==> src/rtl/xcore_rdc_pkg.sv <==
// xcore_rdc_pkg: shared FSM encoding, prediction-entry layout and opcode constants
// for the fetch-redirect controller. Rev 1.0
`default_nettype none

package xcore_rdc_pkg;

  localparam logic [1:0] ST_RUN       = 2'b00;
  localparam logic [1:0] ST_JALR_WAIT = 2'b01;
  localparam logic [1:0] ST_FLUSH     = 2'b10;

  // Entry layout: {is_jalr, pred_taken, pred_tgt[XLEN-1:0]}; control bits sit above the target
  localparam int ENT_CTRL_W    = 2;
  localparam int ENT_TGT_LSB   = 0;
  localparam int ENT_TAKEN_OFS = 0;
  localparam int ENT_JALR_OFS  = 1;

  localparam logic [6:0] OPC_BRANCH = 7'b1100011;
  localparam logic [6:0] OPC_JAL    = 7'b1101111;
  localparam logic [6:0] OPC_JALR   = 7'b1100111;

  function automatic int ent_width(input int xlen);
    return xlen + ENT_CTRL_W;
  endfunction

endpackage

`default_nettype wire

==> src/rtl/xcore_rdc_fifo.sv <==
// xcore_rdc_fifo: synchronous FIFO with push/pop/clear, full/empty flags and head view;
// clear has priority over push and pop. Rev 1.0
`default_nettype none

module xcore_rdc_fifo #(
  parameter int DEPTH = 4,
  parameter int WIDTH = 34
) (
  input  logic             clk,
  input  logic             rst,
  input  logic             push,
  input  logic             pop,
  input  logic             clear,
  input  logic [WIDTH-1:0] din,
  output logic             full,
  output logic             empty,
  output logic [WIDTH-1:0] head
);

  localparam int AW = $clog2(DEPTH);

  logic [WIDTH-1:0] mem [DEPTH];
  logic [AW-1:0]    wr_ptr;
  logic [AW-1:0]    rd_ptr;
  logic [AW:0]      count;
  logic             do_push;
  logic             do_pop;

  assign full    = (count == (AW+1)'(DEPTH));
  assign empty   = (count == '0);
  assign head    = mem[rd_ptr];
  assign do_push = push & ~full;
  assign do_pop  = pop & ~empty;

  always_ff @(posedge clk) begin
    if (do_push && !clear) begin
      mem[wr_ptr] <= din;
    end
  end

  always_ff @(posedge clk) begin
    if (rst || clear) begin
      wr_ptr <= '0;
      rd_ptr <= '0;
      count  <= '0;
    end else begin
      if (do_push) wr_ptr <= wr_ptr + AW'(1);
      if (do_pop)  rd_ptr <= rd_ptr + AW'(1);
      case ({do_push, do_pop})
        2'b10:   count <= count + (AW+1)'(1);
        2'b01:   count <= count - (AW+1)'(1);
        default: count <= count;
      endcase
    end
  end

endmodule

`default_nettype wire

==> src/rtl/xcore_redirect_ctrl.sv <==
// xcore_redirect_ctrl: fetch-redirect scheduler checking in-flight predictions against EX;
// optional perf counters under XCORE_RDC_PERF_EN. Rev 1.0
`default_nettype none

module xcore_redirect_ctrl #(
  parameter int DEPTH = 4,
  parameter int XLEN  = 32
) (
  input  logic            rdc_clk,
  input  logic            rdc_rst,
  input  logic            if_valid,
  input  logic            if_is_jalr,
  input  logic [XLEN-1:0] if_pc,
  input  logic            bpu_jump_valid,
  input  logic [XLEN-1:0] bpu_instr_adr,
  input  logic            ex_resolve_valid,
  input  logic            ex_taken,
  input  logic [XLEN-1:0] ex_target,
  output logic            fetch_redirect_valid,
  output logic [XLEN-1:0] fetch_redirect_pc,
  output logic            fetch_freeze,
  output logic            pipe_flush,
  output logic            rdc_stall
`ifdef XCORE_RDC_PERF_EN
  ,
  output logic [31:0]     perf_br_cnt,
  output logic [31:0]     perf_mis_cnt
`endif
);

  import xcore_rdc_pkg::*;

  localparam int ENT_W = ent_width(XLEN);

  logic [1:0]      state;
  logic [1:0]      state_nxt;
  logic [XLEN-1:0] redir_pc;
  logic            empty;
  logic            full;
  logic [ENT_W-1:0] head;
  logic [ENT_W-1:0] push_ent;
  logic            head_jalr;
  logic            head_taken;
  logic [XLEN-1:0] head_tgt;
  logic            pop;
  logic            push;
  logic            mis;
  logic            jalr_done;
  logic            pred_taken;
  logic [XLEN-1:0] pred_tgt;
  logic [XLEN-1:0] fix_pc;

  assign head_jalr  = head[XLEN+ENT_JALR_OFS];
  assign head_taken = head[XLEN+ENT_TAKEN_OFS];
  assign head_tgt   = head[ENT_TGT_LSB +: XLEN];

  assign pop  = ex_resolve_valid & ~empty & (state != ST_FLUSH);
  assign mis  = pop & ~head_jalr &
                ((ex_taken != head_taken) | (ex_taken & (ex_target != head_tgt)));
  assign push = if_valid & ~full & (state == ST_RUN) & ~mis;

  assign jalr_done = pop & head_jalr & (state == ST_JALR_WAIT);
  assign fix_pc    = ex_taken ? ex_target : head_tgt;

  assign pred_taken = bpu_jump_valid & ~if_is_jalr;
  assign pred_tgt   = pred_taken ? bpu_instr_adr : (if_pc + XLEN'(4));
  assign push_ent   = {if_is_jalr, pred_taken, pred_tgt};

  xcore_rdc_fifo #(
    .DEPTH (DEPTH),
    .WIDTH (ENT_W)
  ) u_fifo (
    .clk   (rdc_clk),
    .rst   (rdc_rst),
    .push  (push),
    .pop   (pop),
    .clear (state == ST_FLUSH),
    .din   (push_ent),
    .full  (full),
    .empty (empty),
    .head  (head)
  );

  always_comb begin
    state_nxt = state;
    case (state)
      ST_RUN: begin
        if (mis)                      state_nxt = ST_FLUSH;
        else if (push && if_is_jalr)  state_nxt = ST_JALR_WAIT;
      end
      ST_JALR_WAIT: begin
        if (jalr_done)                state_nxt = ST_RUN;
        else if (mis)                 state_nxt = ST_FLUSH;
      end
      ST_FLUSH:                       state_nxt = ST_RUN;
      default:                        state_nxt = ST_RUN;
    endcase
  end

  always_ff @(posedge rdc_clk) begin
    if (rdc_rst) begin
      state    <= ST_RUN;
      redir_pc <= '0;
    end else begin
      state <= state_nxt;
      if (mis) redir_pc <= fix_pc;
    end
  end

  // Flush redirect cannot collide with a predicted one: push is blocked outside RUN
  always_comb begin
    fetch_redirect_valid = 1'b0;
    fetch_redirect_pc    = '0;
    if (state == ST_FLUSH) begin
      fetch_redirect_valid = 1'b1;
      fetch_redirect_pc    = redir_pc;
    end else if (jalr_done) begin
      fetch_redirect_valid = 1'b1;
      fetch_redirect_pc    = ex_target;
    end else if (push && pred_taken) begin
      fetch_redirect_valid = 1'b1;
      fetch_redirect_pc    = bpu_instr_adr;
    end
  end

  assign pipe_flush   = (state == ST_FLUSH);
  assign fetch_freeze = (state == ST_JALR_WAIT) | (push & if_is_jalr);
  assign rdc_stall    = full;

`ifdef XCORE_RDC_PERF_EN
  always_ff @(posedge rdc_clk) begin
    if (rdc_rst) begin
      perf_br_cnt  <= '0;
      perf_mis_cnt <= '0;
    end else begin
      if (pop) perf_br_cnt  <= perf_br_cnt + 32'd1;
      if (mis) perf_mis_cnt <= perf_mis_cnt + 32'd1;
    end
  end
`endif

endmodule

`default_nettype wire

==> config.mk <==
export PLATFORM = sky130hd
export DESIGN_NAME = xcore_redirect_ctrl
export DESIGN_NICKNAME = d
export VERILOG_FILES = /design/src/rtl/xcore_rdc_pkg.sv /design/src/rtl/xcore_rdc_fifo.sv /design/src/rtl/xcore_redirect_ctrl.sv
export SDC_FILE = /design/constraint.sdc
export NUM_CORES = 1
export LEC_CHECK = 0
export CAP_MARGIN = 20
export CORE_MARGIN = 2
export CORE_UTILIZATION = 58
export DETAILED_ROUTE_END_ITERATION = 10
export PLACE_DENSITY = 0.86
export SYNTH_ARGS = -nofsm -noshare
export SYNTH_HDL_FRONTEND = slang
export SYNTH_SLANG_ARGS = --single-unit
==> constraint.sdc <==
create_clock -name rdc_clk -period 6.05 [get_ports rdc_clk]
set_input_delay 1.21 -clock rdc_clk [delete_from_list [all_inputs] [get_ports rdc_clk]]
set_output_delay 1.21 -clock rdc_clk [all_outputs]
set_load 0.01 [all_outputs]
Word level (Yosys, flattened, before mapping)

Memories as Yosys holds them, arrays and structs flattened. A register that Yosys moved wholly into a read port is not among the register bits.
Cells that the tools add are included.

Logic and storage cells: 69
Memories: 1
Bits of input ports: 103
Output and inout port bits: 36
RAM bits: 136
Register bits: 41

Memories:

| memory     | words | bits a word | read ports | clocked after memory_dff | wr ports | line                 | RTL |
|---|---|---|---|---|---|---|---|
| u_fifo.mem | 4     | 34          | 1          | 1                        | 1        | xcore_rdc_fifo.sv:22 | `logic [WIDTH-1:0] mem [DEPTH];` |

Bitwise gates (word level): 21
Reductions and logical operators: 9
Eq/ne operators: 10
Add/subtract/negate cells: 5
Mux-type cells: 18

Operators by type and width:

| cell                  | number |
|---|---|
| $mux 32               | 5 |
| $add 32x3->32 const B | 1 |
| $ne 32x32->1          | 1 |
| $and 1x1->1           | 14 |
| $mux 2                | 6 |
| $pmux 3 s2            | 1 |
| $mux 1                | 5 |
| $not 1->1             | 5 |
| $add 2x1->2 const B   | 2 |
| $eq 2x1->1 const B    | 2 |
| $eq 2x2->1 const B    | 2 |
| $pmux 2 s2            | 1 |
| $add 3x1->3 const B   | 1 |
| $eq 3x3->1 const B    | 1 |
| $logic_and 1x1->1     | 3 |
| $logic_not 3->1       | 1 |
| $ne 3x2->1 const B    | 1 |
| $ne 3x3->1 const B    | 1 |
| $sub 3x1->3 const B   | 1 |
| $logic_not 2->1       | 1 |
| $ne 2x2->1 const B    | 1 |
| $or 1x1->1            | 2 |
| $reduce_and 2->1      | 1 |
| $reduce_bool 2->1     | 1 |
| 3 further kinds       | 3 |

Depth between registers and ports, before layout

Word-level depth: 12
Mapped depth: 18
Gate-level depth less buffers: 14

Hierarchy

A second synthesis with hierarchy kept.

Cells, all modules: 714
Area total of the unflattened synthesis: 8929.8 um^2

Modules (own cells, without submodules):

| module              | cells each | sequential area each (um^2) | area an instance (um^2) | times used |
|---|---|---|---|---|
| xcore_rdc_fifo      | 233        | 4264.1                      | 5440.2                  | 1 |
| xcore_redirect_ctrl | 481        | 680.7                       | 3489.6                  | 1 |

Worst setup path after synthesis

Ideal clock, no wire load.

Path type: input-to-reg
Start: in ex_target[19]
End: mem u_fifo.mem[0][0] (enable)
Library setup time: 425 ps
Slack: 1723 ps
Stages on the path: 7
Buffers on the path: 1
Data required time: 5625 ps
Data arrival time: 3902 ps
Cell sequence: inv_1 > a221o_1 > a2111oi_2 > a31oi_2 > nand2b_4 > buf_2 > nor2_1

Cells in the longest elaborated chain, start to end: 10

RTL lines:

| element                      | line                      | RTL |
|---|---|---|
| start: declaration           | xcore_redirect_ctrl.sv:18 | `input logic [XLEN-1:0] ex_target,` |
| $ne 32x32->1                 | xcore_redirect_ctrl.sv:59 | `((ex_taken != head_taken) \| (ex_taken & (ex_target != head_tgt)));` |
| $and 1x1->1                  | xcore_redirect_ctrl.sv:59 |  |
| $or 1x1->1                   | xcore_redirect_ctrl.sv:59 |  |
| $and 1x1->1                  | xcore_redirect_ctrl.sv:58 | `assign mis = pop & ~head_jalr &` |
| $not 1->1                    | xcore_redirect_ctrl.sv:60 | `assign push = if_valid & ~full & (state == ST_RUN) & ~mis;` |
| $and 1x1->1                  | xcore_redirect_ctrl.sv:60 |  |
| $and 1x1->1                  | xcore_rdc_fifo.sv:32      | `assign do_push = push & ~full;` |
| $logic_and 1x1->1            | xcore_rdc_fifo.sv:36      | `if (do_push && !clear) begin` |
| $mux 1                       | xcore_rdc_fifo.sv:36      |  |
| $mux 1 (implied by the code) | xcore_rdc_fifo.sv:37      | `mem[wr_ptr] <= din;` |
| end: declaration             | xcore_rdc_fifo.sv:22      |  |

Every way passes these cells.

==> Flow_metrics.wiki <==
{| class="wikitable"
! Metric !! Value
|-
| Uppermost layer routed || met4
|-
| Largest net degree at the start of global routing || 64
|-
| Post-cts gate resize count || 0
|-
| Detailed-routed wire length on met3 || 2720 um
|-
| DR DRC count || 0
|-
| Antenna violation net count after detailed routing || 0
|-
| Worst-Skew Late Latency || 440 ps
|-
| Per-instance average area after synthesis || 11.5 um^2
|-
| Vias per cell || 6.34
|-
| Post-synthesis cell count || 769
|-
| CTS Hold Bufs || 0
|-
| Number of I/O port buffers || 138
|-
| Syn_nets || 879
|-
| CP required || 4840 ps
|-
| Dominant register cell in the synthesized netlist || sky130_fd_sc_hd__edfxtp_1
|-
| Fin. max-slew vios || 0
|-
| Cell Count, Final, Fillers Out || 1103
|-
| Detailed-routing wirelength on met1 || 9140 um
|-
| Run status || finished clean
|-
| Launching element type of the critical path || flip-flop
|-
| Count of final setup violators || 0
|-
| Warning count from the yosys run || 0
|-
| Final Power || 4.02 mW
|-
| Global router's overall resource usage || 31.3%
|-
| Setup slack after placement || 412 ps
|-
| Final instance area || 11000 um^2
|-
| Initial Utilization || 58.9%
|-
| Initial antenna violation count || 0
|-
| Number of vias in the routed layout || 6996
|-
| Worst Max-Slew Pin Slew || 800 ps
|-
| Crit path setup slack, layout || 210 ps
|-
| Largest stage delay, worst path || 650 ps
|-
| Die height || 128 um
|-
| Headroom to the max-slew limit || 46.2%
|-
| Distinct cells, synth || 50
|-
| Critical path type || reg2out
|-
| First DRT Iteration DRCs || 982
|-
| Detailed placer's ending HPWL || 16600 um
|-
| Critical-path maximum fanout || 41
|-
| ANT cells || 0
|-
| Clk sink count || 179
|-
| Top post-synthesis cells by area || sky130_fd_sc_hd__edfxtp_1, sky130_fd_sc_hd__dfxtp_1, sky130_fd_sc_hd__mux4_2, sky130_fd_sc_hd__nand2_1, sky130_fd_sc_hd__mux2i_1
|-
| Routability Congestion || 0.934
|-
| Area inside the core boundary || 15000 um^2
|-
| Util after Layout || 73.4%
|-
| RSZ-0062 raised after global routing || false
|-
| Maximum achievable frequency || 171 MHz
|-
| Crit. End Element || output port
|-
| Clock Skews || 7.71 ps
|-
| #FFs+latches synth || 179
|-
| Sequential fraction of the synthesis area || 55.9%
|-
| Cell area after placement || 10500 um^2
|-
| Num CTS Buffers || 17
|-
| Core Rows || 45
|-
| Number of buffer and inverter instances along the worst setup path || 2
|-
| Die outline area || 16300 um^2
|-
| Multi-input logic area || 3630 um^2
|-
| Post-Route Setup TNS || 0 ps
|-
| Cell type contributing the most total cell area after synthesis || sky130_fd_sc_hd__edfxtp_1
|-
| Clock tree from TritonCTS || built
|-
| Routed wl met2 || 12200 um
|-
| Critical Path AT || 4630 ps
|-
| Global-route wire length before repair || 37800 um
|-
| Fraction of the cycle the final worst path needs || 96.5%
|-
| Final count of hold timing violations || 0
|-
| Num ports || 139
|-
| Worst hold slack after final layout || 503 ps
|-
| Areal power density over the cells || 364 nW/um^2
|-
| Number of flops mapped to enable cells by yosys || 136
|-
| Global route overflow || 0
|-
| Worst-case vdd ir drop || 256 uV
|-
| Critical path's top delay family || simple AND/OR/NAND/NOR gates
|-
| Drt pass-1 iters || 6
|-
| Placed instance count || 1071
|-
| Fill count || 981
|-
| Number of post-CTS setup repair buffers || 0
|-
| Critical Path Slowest Stage Cell || sky130_fd_sc_hd__dfxtp_2
|-
| Pleak || 3.58 nW
|-
| Number of buffers on the longest clock path || 2
|-
| Area of the mapped netlist || 8850 um^2
|-
| Per-cell routed wire length || 22.5 um
|-
| Final Net Count || 1012
|-
| Routed Wire Length || 24800 um
|-
| Final critical path time including I/O delays and setup || 5840 ps
|-
| Relative area change from synthesis to final layout || 24.8%
|-
| Worst min path class || reg2reg
|-
| Root Driver || sky130_fd_sc_hd__clkbuf_16
|-
| Area used by sequential logic in the layout || 4950 um^2
|-
| Level count of the clock H-tree || 4
|-
| Share of post-route cells with drive strength above 1 || 10.3%
|-
| Chip width || 128 um
|-
| Clock transition at path regs || 70 ps
|-
| Cell chain of the critical path || buf_4, mux2i_1, nor2_1, a221oi_1, o21ai_0, nor4_1, a31oi_4, nand2b_4, o21ai_1, clkdlybuf4s50_1
|-
| Area share of the leading cell type in the synthesized netlist || 46.2%
|-
| Max-capacitance violation count || 0
|-
| Share of synthesized flip-flops with an asynchronous set or reset || 0%
|-
| Via count of the first global-routing pass || 6940
|}
==> final cells by class <==
| type | count | area share, % |
|---|---|---|
| Sequential cell | 179 | 44.8 |
| Multi-Input combinational cell | 527 | 32.9 |
| Timing Repair Buffer | 159 | 14.3 |
| Clock buffer | 17 | 3.85 |
| Tap cell | 188 | 2.13 |
| Clock inverter | 15 | 1.41 |
| Inverter | 18 | 0.612 |
==> worst reg2reg max path, stage by stage, from the launching register on <==
cell	delay (ps)
sky130_fd_sc_hd__dfxtp_2	650
sky130_fd_sc_hd__buf_4	410
sky130_fd_sc_hd__mux2i_1	460
sky130_fd_sc_hd__nor2_1	80
sky130_fd_sc_hd__a221oi_1	380
sky130_fd_sc_hd__o21ai_0	130
sky130_fd_sc_hd__nor4_1	620
sky130_fd_sc_hd__a31oi_4	150
sky130_fd_sc_hd__nand2b_4	440
sky130_fd_sc_hd__nor2_2	670
sky130_fd_sc_hd__buf_12	290
==> cells by family after synthesis <==
| group | after synthesis | synth area share, % |
|---|---|---|
| AND/OR/NAND/NOR | 239 | 11.7 |
| multiplexers | 65 | 10.2 |
| AO/OA/AOI/OAI | 156 | 11.7 |
| flip-flops | 179 | 55.9 |
| buffers and inverters | 63 | 3.42 |
| XOR/XNOR | 60 | 5.94 |
| adder cells (fa/ha/maj) | 7 | 1.07 |
==> routing by layer <==
metal  global-route usage, %  vias to the layer above
li1                        -                     3123
met1                    38.6                     3359
met2                    53.4                      456
met3                    7.66                       58
met4                    12.5                        0
met5                       0                        -
==> cell usage in the layout, fill, tap and decap left out, types with 4 or more instances in the layout <==
cell,netlist,layout
sky130_fd_sc_hd__o21ai_0,34,34
sky130_fd_sc_hd__clkinvlp_4,0,4
sky130_fd_sc_hd__and2_1,8,8
sky130_fd_sc_hd__nor2_2,0,4
sky130_fd_sc_hd__nand3_1,9,9
sky130_fd_sc_hd__inv_1,17,17
sky130_fd_sc_hd__edfxtp_1,136,136
sky130_fd_sc_hd__dfxtp_1,43,41
sky130_fd_sc_hd__xnor2_1,32,32
sky130_fd_sc_hd__a22oi_1,34,34
sky130_fd_sc_hd__a31o_2,5,5
sky130_fd_sc_hd__mux4_2,20,20
sky130_fd_sc_hd__nand2_1,120,120
sky130_fd_sc_hd__a21oi_1,8,8
sky130_fd_sc_hd__nor2_1,65,61
sky130_fd_sc_hd__o22ai_1,4,4
sky130_fd_sc_hd__and3_1,6,6
sky130_fd_sc_hd__xor2_1,28,28
sky130_fd_sc_hd__ha_1,6,6
sky130_fd_sc_hd__clkbuf_16,0,17
sky130_fd_sc_hd__a311oi_1,20,20
sky130_fd_sc_hd__nor3_1,7,6
sky130_fd_sc_hd__mux2i_1,41,41
sky130_fd_sc_hd__clkdlybuf4s50_1,0,138
sky130_fd_sc_hd__nand4_1,11,11
sky130_fd_sc_hd__inv_6,0,4
sky130_fd_sc_hd__a211oi_1,4,4
sky130_fd_sc_hd__o21ai_1,33,33
sky130_fd_sc_hd__buf_4,4,18
sky130_fd_sc_hd__mux2_2,4,4
==> power breakdown <==
group          switching [mW]  internal, mW  leakage [nW]  total (mW)
logic                   0.714         0.535          1.70        1.25
clock network           0.477         0.610         0.272        1.09
registers               0.118          1.57          1.60        1.69
total                    1.31          2.71          3.58        4.02
==> cell usage after synthesis, types with 2 or more instances <==
cell type                   count
sky130_fd_sc_hd__o2111ai_1      3
sky130_fd_sc_hd__a21oi_1        8
sky130_fd_sc_hd__and2_1         8
sky130_fd_sc_hd__nor4_1         3
sky130_fd_sc_hd__dfxtp_1       43
sky130_fd_sc_hd__mux2i_1       41
sky130_fd_sc_hd__o21ai_0       34
sky130_fd_sc_hd__and3_1         6
sky130_fd_sc_hd__inv_1         17
sky130_fd_sc_hd__a221oi_1       3
sky130_fd_sc_hd__xor2_1        28
sky130_fd_sc_hd__nand4_1       11
sky130_fd_sc_hd__a211oi_1       4
sky130_fd_sc_hd__nor2_1        65
sky130_fd_sc_hd__mux2_2         4
sky130_fd_sc_hd__a22oi_1       34
sky130_fd_sc_hd__nor4b_1        2
sky130_fd_sc_hd__clkbuf_1      23
sky130_fd_sc_hd__a311oi_1      20
sky130_fd_sc_hd__buf_6          5
sky130_fd_sc_hd__o22ai_1        4
sky130_fd_sc_hd__buf_1          2
sky130_fd_sc_hd__ha_1           6
sky130_fd_sc_hd__edfxtp_1     136
sky130_fd_sc_hd__buf_4          4
sky130_fd_sc_hd__o21ai_1       33
sky130_fd_sc_hd__nor3_1         7
sky130_fd_sc_hd__xnor2_1       32
sky130_fd_sc_hd__nand2_1      120
sky130_fd_sc_hd__nand3_1        9
sky130_fd_sc_hd__buf_2         11
sky130_fd_sc_hd__a31o_2         5
sky130_fd_sc_hd__mux4_2        20
sky130_fd_sc_hd__o2bb2ai_1      2
==> flip-flops by register name, indices dropped and copies added, names as in the netlist, named ones only <==
signal	cells
state	2
u_fifo.count	3
u_fifo.rd_ptr	2
u_fifo.wr_ptr	2
redir_pc	32
u_fifo.mem	136
==> path summary, 6_finish.rpt <==
check                                               start                          end  slack (ps)  depth (start not counted)
worst min-delay path            redir_pc[16]$_SDFFE_PP0P_    redir_pc[16]$_SDFFE_PP0P_         500                          2
worst max-delay path                            flip-flop         fetch_redirect_valid         210                         10
worst max register to register                  flip-flop  u_fifo.mem[0][10]$_DFFE_PP_        1440                         10
worst min register to register  redir_pc[16]$_SDFFE_PP0P_    redir_pc[16]$_SDFFE_PP0P_         500                          2
No activity file was read; power rests on OpenSTA's default activity.
==> variant (same settings) <==
Register the input `ex_target` before use. The logic sees it one clock later. The other inputs are not delayed to match.
--- a/src/rtl/xcore_redirect_ctrl.sv
+++ b/src/rtl/xcore_redirect_ctrl.sv
@@ -33,4 +33,10 @@
   localparam int ENT_W = ent_width(XLEN);
 
+  logic [XLEN-1:0] ex_target_q;
+
+  always_ff @(posedge rdc_clk) begin
+    ex_target_q <= ex_target;
+  end
+
   logic [1:0]      state;
   logic [1:0]      state_nxt;
@@ -57,9 +63,9 @@
   assign pop  = ex_resolve_valid & ~empty & (state != ST_FLUSH);
   assign mis  = pop & ~head_jalr &
-                ((ex_taken != head_taken) | (ex_taken & (ex_target != head_tgt)));
+                ((ex_taken != head_taken) | (ex_taken & (ex_target_q != head_tgt)));
   assign push = if_valid & ~full & (state == ST_RUN) & ~mis;
 
   assign jalr_done = pop & head_jalr & (state == ST_JALR_WAIT);
-  assign fix_pc    = ex_taken ? ex_target : head_tgt;
+  assign fix_pc    = ex_taken ? ex_target_q : head_tgt;
 
   assign pred_taken = bpu_jump_valid & ~if_is_jalr;
@@ -117,5 +123,5 @@
     end else if (jalr_done) begin
       fetch_redirect_valid = 1'b1;
-      fetch_redirect_pc    = ex_target;
+      fetch_redirect_pc    = ex_target_q;
     end else if (push && pred_taken) begin
       fetch_redirect_valid = 1'b1;
Function: changed (Yosys sat finds a counterexample within 4 cycles, from zero or initial values and one cycle with rdc_rst high).
==> variant against the original RTL <==
- design area up 6.6%
- setup slack better by 0.035 ns
- wire length up 3.7%
- critical path type unchanged
- power up 10%
- critical endpoint is now fetch_redirect_pc[22]
- clock skew up 0.0019 ns
- largest cell class unchanged
- sequential power up 14%
- sequential cell count up 32
- synthesized area up 7.1%
==> variant: results <==
metrics = {
    "worst_hold_path": {
        "holdPathStages": 2,
        "min_path_type": "reg2reg",
        "timing.hold.worst.start": "redir_pc[8]",
        "hold_end": "redir_pc[8]",
    },
    "cts": {
        "postCtsHoldBufs": 0,
        "clockRootBuffer": "sky130_fd_sc_hd__clkbuf_16",
        "ctsLongestPathBuffers": 3,
        "cts_max_level": 1,
        "clk_pin_slew_worst_paths_ns": 0.06,
        "clk-insertion-delay-late_ns": 0.50,
        "cts.repair_timing.setup_buffer_count": 0,
        "tritoncts.num_buffers": 21,
    },
    "layout": {
        "drive_above_1_share_pct": 9.81,
        "nets": 1044,
        "layout_top_registers": "u_fifo.mem (136), ex_target_q (32), redir_pc (32)",
        "final.fill_count": 1039,
    },
    "detailed_routing": {
        "drt_pre_antenna_iters": 7,
        "drt-wirelength-per-cell_um": 22.1,
        "detailedRoute.firstIterationViolations": 810,
        "met3_wl_um": 2630,
        "detail_route.wirelength.met1_um": 9980,
        "viasPerCell": 6.18,
        "top_signal_layer_used": "met4",
        "dr_wl_met2_um": 12400,
    },
    "critical_path": {
        "worst-r2r-cell-count": 10,
        "cp.arrival_ns": 4.59,
        "crit_path_max_fanout": 41,
        "timing.reg2reg.setup_slack_ns": 1.46,
        "reg2reg_to": "u_fifo.mem[2][30]",
    },
    "grt": {
        "largest_net_degree_at_the_start_of_global_routing": 59,
        "wire_length_of_the_first_global_routing_pass_um": 39400,
        "globalRouteTotalUtil_pct": 29.4,
    },
    "synth": {
        "mappedNetlistNets": 908,
        "synth.top_cells.by_count": "sky130_fd_sc_hd__edfxtp_1 (136), sky130_fd_sc_hd__nand2_1 (114), sky130_fd_sc_hd__dfxtp_1 (75)",
        "yosysWarningCount": 0,
        "synth_edf_count": 136,
        "synthArstFlopShare_pct": 0,
        "synth-seq-area-share_pct": 58.9,
        "synth_cell_types": 49,
        "synth_flop_cell": "sky130_fd_sc_hd__edfxtp_1",
        "synth.area.top_cells": "sky130_fd_sc_hd__edfxtp_1 (43%), sky130_fd_sc_hd__dfxtp_1 (16%), sky130_fd_sc_hd__mux4_2 (4.8%)",
    },
    "placement": {
        "place_ws_ns": 0.636,
        "routabilityCongestion": 0.889,
        "detailedPlacementHpwl_um": 16800,
    },
    "timing": {
        "worst_slew_margin_rel_pct": 32.8,
        "fin_worst_skew_ns": 0.00959,
        "period_share_pct": 95.9,
        "layout_setup_ws_ns": 0.245,
        "whs_ns": 0.498,
    },
    "power": {
        "leakagePower_nw": 3.90,
        "peakVddDrop_mv": 0.221,
    },
    "run_status": {
        "run_status": "finished clean",
    },
}
-- variant: changes by cell type after synthesis, sizes merged, moves of 3 or more --
| cell | unedited run | this run |
|---|---|---|
| dfxtp | 43 | 75 |
| a311oi | 20 | 17 |
| a211oi | 4 | 7 |
| nand2 | 120 | 114 |
| mux2i | 41 | 44 |
-- variant: worst max-delay path by stage --
stage,cells past startpoint,end,start
6_report,10,fetch_redirect_pc[22],flop
5_1_grt,9,fetch_redirect_pc[25],flop
4_1_cts,9,fetch_redirect_pc[22],flop
3_5_place_dp,9,fetch_redirect_pc[22],ex_taken
3_3_place_gp,9,fetch_redirect_valid,ex_taken
2_1_floorplan,8,u_fifo.mem[0][0],ex_taken
-- variant: routing by layer --
layer  vias up  GRT usage (%)
met5         -              0
met3        56           5.46
met4         0           10.1
met1      3464           38.8
li1       3216              -
met2       455           49.3
-- variant: cell families (layout without fill, tap and decap cells) --
logic type | after synthesis | count (layout) | share of synthesized area [%]
AOI/OAI and AO/OA | 156 | 156 | 10.8
buffers and inverters | 63 | 213 | 3.09
adders and majority gates | 7 | 7 | 1.00
and+or+nand+nor | 233 | 233 | 10.8
DFF | 211 | 211 | 58.9
xor gates and xnor gates | 60 | 60 | 5.55
muxes | 68 | 68 | 9.88
-- variant: layout make-up --
type	instances	area [um^2]	area share (%)
repair buffers	158	1540	13.1
clock buffers	30	579	4.92
flip-flops and latches	211	5590	47.5
inverters	18	67.6	0.574
clock inverters	7	83.8	0.712
well taps	216	270	2.30
multi-input cells	524	3640	30.9
-- variant: power breakdown --
group	internal (mW)	total [mW]	switching, mW
Clock	0.750	1.28	0.531
Combinational	0.526	1.22	0.693
Sequential	1.79	1.93	0.134
-- variant: stage by stage --
| step | cell area [um^2] | cells |
|---|---|---|
| global route | 11800 | 1164 |
| finish | 11800 | 1164 |
| global placement | 11100 | 1127 |
| floorplan | 9480 | 798 |
| detailed placement | 11100 | 1127 |
| CTS | 11800 | 1164 |
-- variant: worst max-delay path, cell delays in order (launching register included) --
cell and delay, ns:
sky130_fd_sc_hd__dfxtp_2 0.69, sky130_fd_sc_hd__buf_12 0.31, sky130_fd_sc_hd__mux2i_1 0.37, sky130_fd_sc_hd__o2bb2ai_1 0.14, sky130_fd_sc_hd__a221oi_1 0.23, sky130_fd_sc_hd__a22oi_1 0.19, sky130_fd_sc_hd__nor4_1 0.62, sky130_fd_sc_hd__a31oi_4 0.17
sky130_fd_sc_hd__nand2b_4 0.46, sky130_fd_sc_hd__o21ai_1 0.32, sky130_fd_sc_hd__clkdlybuf4s50_1 0.57
